[src/rtl/issue_ctrl.sv]
// rtl/issue_ctrl.sv - single-entry decode/issue controller with RAW countdown scoreboard
//
// Holds one decoded RV32I instruction, works out which source registers it reads
// and whether it writes rd, and offers it to execute only once no source has a
// pending write. Pending writes live in 31 2-bit countdown counters (x1..x31).
//
// Parameters:
//   LOAD_LAT  cycles after issue before a LOAD result can be consumed (1..3)
//   ALU_LAT   same for every other rd-writing instruction (0..3, 0 = untracked)
//
// Ports:
//   clk, rst                    clock, asynchronous active-high reset
//   in_valid / in_ready         upstream handshake for a decoded instruction
//   in_opcode, in_funct3,
//   in_rd, in_rs1, in_rs2       decoded fields
//   flush                       drop the held instruction (redirect)
//   issue_valid / issue_ready   execute handshake
//   issue_opcode, issue_funct3,
//   issue_rd, issue_rs1,
//   issue_rs2                   held fields
//   stall                       entry held but blocked by a hazard
//   stall_count                 cycles spent stalled (only with ISSUE_CTRL_PERF_EN)
//
// Build option: define ISSUE_CTRL_PERF_EN to add the stall_count performance counter.

module issue_ctrl #(
    parameter int LOAD_LAT = 2,
    parameter int ALU_LAT  = 0
) (
    input  logic        clk,
    input  logic        rst,
    input  logic        in_valid,
    output logic        in_ready,
    input  logic [6:0]  in_opcode,
    input  logic [2:0]  in_funct3,
    input  logic [4:0]  in_rd,
    input  logic [4:0]  in_rs1,
    input  logic [4:0]  in_rs2,
    input  logic        flush,
    output logic        issue_valid,
    input  logic        issue_ready,
    output logic [6:0]  issue_opcode,
    output logic [2:0]  issue_funct3,
    output logic [4:0]  issue_rd,
    output logic [4:0]  issue_rs1,
    output logic [4:0]  issue_rs2,
    output logic        stall
`ifdef ISSUE_CTRL_PERF_EN
    ,
    output logic [31:0] stall_count
`endif
);

    localparam logic [6:0] OP_LUI    = 7'b0110111;
    localparam logic [6:0] OP_AUIPC  = 7'b0010111;
    localparam logic [6:0] OP_JAL    = 7'b1101111;
    localparam logic [6:0] OP_JALR   = 7'b1100111;
    localparam logic [6:0] OP_BRANCH = 7'b1100011;
    localparam logic [6:0] OP_LOAD   = 7'b0000011;
    localparam logic [6:0] OP_STORE  = 7'b0100011;
    localparam logic [6:0] OP_ITYPE  = 7'b0010011;
    localparam logic [6:0] OP_RTYPE  = 7'b0110011;
    localparam logic [6:0] OP_CSR    = 7'b1110011;

    localparam logic [1:0] LOAD_LAT_W = LOAD_LAT[1:0];
    localparam logic [1:0] ALU_LAT_W  = ALU_LAT[1:0];

    logic        held_v_q, held_v_d;
    logic [6:0]  op_q, op_d;
    logic [2:0]  f3_q, f3_d;
    logic [4:0]  rd_q, rd_d;
    logic [4:0]  rs1_q, rs1_d;
    logic [4:0]  rs2_q, rs2_d;
    logic [1:0]  cnt_q [0:31];
    logic [1:0]  cnt_d [0:31];

    logic        use_rs1, use_rs2, writes_rd, is_load;
    logic        hazard, in_fire, issue_fire;
    logic [1:0]  lat, dec;

    // Classification of the held instruction.
    always_comb begin
        use_rs1   = 1'b0;
        use_rs2   = 1'b0;
        writes_rd = 1'b0;
        is_load   = 1'b0;
        case (op_q)
            OP_LUI, OP_AUIPC, OP_JAL: writes_rd = 1'b1;
            OP_JALR, OP_ITYPE: begin
                use_rs1   = 1'b1;
                writes_rd = 1'b1;
            end
            OP_LOAD: begin
                use_rs1   = 1'b1;
                writes_rd = 1'b1;
                is_load   = 1'b1;
            end
            OP_BRANCH, OP_STORE: begin
                use_rs1 = 1'b1;
                use_rs2 = 1'b1;
            end
            OP_RTYPE: begin
                use_rs1   = 1'b1;
                use_rs2   = 1'b1;
                writes_rd = 1'b1;
            end
            // funct3[2] set selects the immediate CSR forms: rs1 field is a zimm.
            OP_CSR: begin
                use_rs1   = ~f3_q[2];
                writes_rd = 1'b1;
            end
            default: ;
        endcase
        if (rd_q == 5'd0) begin
            writes_rd = 1'b0;
        end
    end

    // cnt_q[0] is held at zero, so x0 sources never raise a hazard.
    assign hazard      = (use_rs1 && (cnt_q[rs1_q] != 2'd0)) ||
                         (use_rs2 && (cnt_q[rs2_q] != 2'd0));
    assign issue_valid = held_v_q & ~hazard;
    assign stall       = held_v_q & hazard;
    assign issue_fire  = issue_valid & issue_ready;
    assign in_ready    = ~held_v_q | issue_fire;
    assign in_fire     = in_valid & in_ready;
    assign lat         = is_load ? LOAD_LAT_W : ALU_LAT_W;

    // Entry next state; flush wins over a same-cycle capture.
    always_comb begin
        held_v_d = held_v_q;
        op_d     = op_q;
        f3_d     = f3_q;
        rd_d     = rd_q;
        rs1_d    = rs1_q;
        rs2_d    = rs2_q;
        if (flush) begin
            held_v_d = 1'b0;
        end else if (in_fire) begin
            held_v_d = 1'b1;
            op_d     = in_opcode;
            f3_d     = in_funct3;
            rd_d     = in_rd;
            rs1_d    = in_rs1;
            rs2_d    = in_rs2;
        end else if (issue_fire) begin
            held_v_d = 1'b0;
        end
    end

    // Scoreboard next state: everything counts down; an issuing writer raises
    // its rd counter to at least its latency. Hazard above uses cnt_q, so an
    // instruction reading its own rd is judged before its write is recorded.
    always_comb begin
        dec      = 2'd0;
        cnt_d[0] = 2'd0;
        for (int i = 1; i < 32; i++) begin
            dec      = (cnt_q[i] != 2'd0) ? cnt_q[i] - 2'd1 : 2'd0;
            cnt_d[i] = dec;
            if (issue_fire && writes_rd && (rd_q == 5'(i))) begin
                cnt_d[i] = (dec > lat) ? dec : lat;
            end
        end
    end

    always_ff @(posedge clk or posedge rst) begin
        if (rst) begin
            held_v_q <= 1'b0;
            op_q     <= '0;
            f3_q     <= '0;
            rd_q     <= '0;
            rs1_q    <= '0;
            rs2_q    <= '0;
        end else begin
            held_v_q <= held_v_d;
            op_q     <= op_d;
            f3_q     <= f3_d;
            rd_q     <= rd_d;
            rs1_q    <= rs1_d;
            rs2_q    <= rs2_d;
        end
    end

    always_ff @(posedge clk or posedge rst) begin
        if (rst) begin
            for (int i = 0; i < 32; i++) begin
                cnt_q[i] <= 2'd0;
            end
        end else begin
            for (int i = 0; i < 32; i++) begin
                cnt_q[i] <= cnt_d[i];
            end
        end
    end

    assign issue_opcode = op_q;
    assign issue_funct3 = f3_q;
    assign issue_rd     = rd_q;
    assign issue_rs1    = rs1_q;
    assign issue_rs2    = rs2_q;

`ifdef ISSUE_CTRL_PERF_EN
    logic [31:0] stall_count_q, stall_count_d;

    assign stall_count_d = stall ? stall_count_q + 32'd1 : stall_count_q;

    always_ff @(posedge clk or posedge rst) begin
        if (rst) begin
            stall_count_q <= '0;
        end else begin
            stall_count_q <= stall_count_d;
        end
    end

    assign stall_count = stall_count_q;
`endif

endmodule

[config.mk]
export PLATFORM = sky130hd
export DESIGN_NAME = issue_ctrl
export DESIGN_NICKNAME = d
export VERILOG_FILES = /design/src/rtl/issue_ctrl.sv
export SDC_FILE = /design/constraint.sdc
export NUM_CORES = 1
export LEC_CHECK = 0
export ABC_AREA = 1
export BUFFER_PORTS_ARGS = -buffer_cell sky130_fd_sc_hd__buf_2
export CAP_MARGIN = 25
export CORE_ASPECT_RATIO = 0.7
export CORE_MARGIN = 10
export CORE_UTILIZATION = 46
export DETAILED_ROUTE_END_ITERATION = 6
export GPL_ROUTABILITY_DRIVEN = 1
export GPL_TIMING_DRIVEN = 0
export PLACE_DENSITY_LB_ADDON = 0.15
export SYNTH_ARGS = -nofsm -noshare
export SYNTH_HDL_FRONTEND = slang
export SYNTH_SLANG_ARGS = --single-unit
[constraint.sdc]
create_clock -name clk -period 4.1 [get_ports clk]
set_input_delay 0.82 -clock clk [delete_from_list [all_inputs] [get_ports clk]]
set_output_delay 0.82 -clock clk [all_outputs]
set_load 0.01 [all_outputs]
==> results.yml <==
run_status:
  status: "finished, final reports clean"
sta:
  fin_worst_skew_ns: 0.007885
  grt_setup_unrepaired: "false"
  worst_pin_slew_ns: 0.6434
  slew_violations: 0
  setup_slack_ns: 0.1629
  tns_ns: 0
  setup_viol: 0
  clock.fmax_mhz: 254.0
  finalCritPeriodShare_pct: 96.03
  period_needed_ns: 3.937
  hold_viol: 0
  slew_headroom_pct: 56.95
pwr:
  share_comb_of_total_power_pct: 20.1
  vdd_ir_drop_max_mv: 0.1989
  p_sw_mw: 0.7542
  swShare_pct: 32.16
  p_leak_nw: 3.803
  p_seq_share_pct: 41.1
  p_per_area_nw_per_um2: 343.8
  intPower_mw: 1.591
  clkPwrFrac_pct: 38.8
synthesis:
  synthArstFlopShare_pct: 100.0
  synth.avg_cell_area_um2: 6.946
  synth_seq_cells: 88
  synthTopCellsByArea: "dfrtp_1 (37%), nand2_1 (15%), inv_1 (9.2%)"
  syn_area_um2: 5973
  yosys_warnings: 0
  synth_edf_count: 0
  yosys_most_used_dff: "dfrtp_1"
  yosysMostFrequentCell: "nand2_1"
  syn_inst: 860
  syn-num-nets: 921
  yosysTopAreaCell: "dfrtp_1"
  synth_common_cells: "nand2_1 (238), inv_1 (146), dfrtp_1 (88), nor2_1 (77), nand3_1 (65)"
  yosysTopAreaCellShare_pct: 36.87
  ys_seq_area_share_pct: 36.87
  ys_types: 30
die:
  core_um2: 12550
  ios: 58
  dieArea_um2: 18020
  start_util_pct: 47.60
  std_cell_rows: 34
  die_h_um: 115.3
  die_x_um: 156.2
setup_path:
  crit_type: "reg2out"
  critical-path-max-stage-delay_ns: 0.45
  rr_endpoint: "cnt_q[1]"
  startpoint_type: "register"
  crit_path_cell_trace: "nand2_1, inv_1, nand3_1, or2_4, inv_1, nor2_1, nand3_1, nand3_2, nand2_2, nor2_2, buf_4, buf_2"
  cpMaxStageDelayCell: "or2_4"
  crit_arrival_ns: 3.12
  cp.required_ns: 3.28
  rrSetupSlack_ns: 1.03
  rr_startpoint: "issue_opcode[1]"
  end_kind: "primary output"
  cp_max_fo: 33
  ff2ff_path_depth: 13
detailed_routing:
  num_vias: 5894
  drc: 0
  dr.pass1.iters: 5
  ant_nets: 0
  drt-initial-drc-count: 487
  wirelength_um: 18610
  post_drt_wl_per_cell_um: 16.98
  vias_per_cell: 5.378
cells_and_area:
  diodes: 0
  drive_gt1_share_pct: 12.10
  nets: 990
  syn_to_final_growth_pct: 14.20
  final_core_util_pct: 54.36
clocking:
  cts-root-buf: "clkbuf_16"
  cts_tree: "done"
  clock-sinks: 88
  clockBufferDepth: 2
  path_clk_slew_ns: 0.07
  clkLatencyLatePin_ns: 0.34
  htreeDepth: 3
  post_cts_buffers: 0
  hold_buffers: 0
  cts_inserted_buffers: 9
global_routing:
  grt_max_degree: 69
  antenna_found_initial: 0
  grt_pass1_vias: 5623
  track_usage_pct: 20.90
  overflow: 0
  grt_pass1_wl_um: 29750
place:
  dpl.hpwl_um: 14000
  portBuffers: 57
  globalplace.congestion: 0.9474
  dp_slack_ns: 0.2187
job:
  cap_violations: 0
hold_path:
  hp-class: "in2async"
[cell usage in the layout (no fill, tap or decap), types with 2 or more instances in the layout]
cell type,instances
buf_2,63
nand4_1,64
o21ai_0,52
a21oi_1,8
mux2_2,7
nor4_1,2
a211oi_1,24
inv_2,5
dfrtp_1,88
nor2_2,2
inv_1,145
nor3_1,10
or2_2,2
clkbuf_1,13
clkinv_4,2
nand3_2,2
clkbuf_16,9
nor2_1,77
buf_4,7
bufinv_16,2
nand2_1,238
buf_6,2
ha_1,31
nand3_1,65
[cell type report]
class	count	area [um2]
buffer	28	153.9
timing repair buffer	58	312.8
inverter	152	573.1
sequential	88	2202
multi-input combinational	592	3049
tap	162	202.7
fill	1233	5728
clock inverter	7	102.6
clock buffer	9	225.2
[per-layer routing]
metal	track usage [%]	wire (um)
met4	5.016	263
met1	29.49	8808
met5	0	0
met2	30.92	7812
met3	5.858	1730
[power by group through the flow]
stage	Combinational, mW	Clock [mW]	Sequential (mW)
floorplan	0.275	0	0.978
global placement	0.459	0	0.979
detailed placement	0.466	0	0.978
CTS	0.468	0.928	0.962
global route	0.526	0.962	0.967
finish	0.472	0.909	0.964
[worst max-delay path by stage]
| stage | startpoint | endpoint | slack, ns |
|---|---|---|---|
| floorplan | issue_opcode[1] | in_ready | 0.88 |
| global route | issue_opcode[1] | issue_valid | 0.02 |
| detailed placement | issue_opcode[1] | issue_valid | 0.22 |
| CTS | issue_opcode[1] | issue_valid | 0.17 |
| finish | issue_opcode[1] | issue_valid | 0.16 |
| global placement | issue_opcode[1] | issue_valid | -0.37 |
[repair_timing]
action                                 4_1_cts  5_1_grt
gates resized for setup                      1        0
endpoints found under the hold margin        0        0
setup endpoints to repair                    2        0
[kinds of logic (layout without fill, tap and decap cells)]
kind of cell	Yosys count	count (layout)	share of synthesized area (%)
AO/OA/AOI/OAI	88	88	8.944
flip-flops	88	88	36.87
buffers and inverters	180	254	12.13
AND/OR/NAND/NOR	466	466	34.25
multiplexers	7	7	1.320
adder cells (fa/ha/maj)	31	31	6.493
[state kept, by name, indices dropped and copies added, names as in the netlist]
| register | count |
|---|---|
| issue_funct3 | 3 |
| issue_opcode | 7 |
| cnt_q | 62 |
| issue_rs2 | 5 |
| issue_rd | 5 |
| issue_rs1 | 5 |
| held_v_q | 1 |
[through the flow]
stage | cells | cell area (um2) | hold slack (ns) | total power, mW
global placement | 1079 | 6461 | 0.4574 | 1.438
detailed placement | 1080 | 6491 | 0.4573 | 1.445
finish | 1096 | 6822 | 0.4180 | 2.345
global route | 1096 | 6822 | 0.4289 | 2.455
floorplan | 860 | 5973 | 0.5045 | 1.252
CTS | 1096 | 6822 | 0.4197 | 2.358
[worst max-delay path, delay by kind of cell (launching register included)]
kind	cells	cell delay, ns
and+or+nand+nor	8	1.54
buffers and inverters	4	0.80
DFF	1	0.40
(Power assumes the default switching activity.)
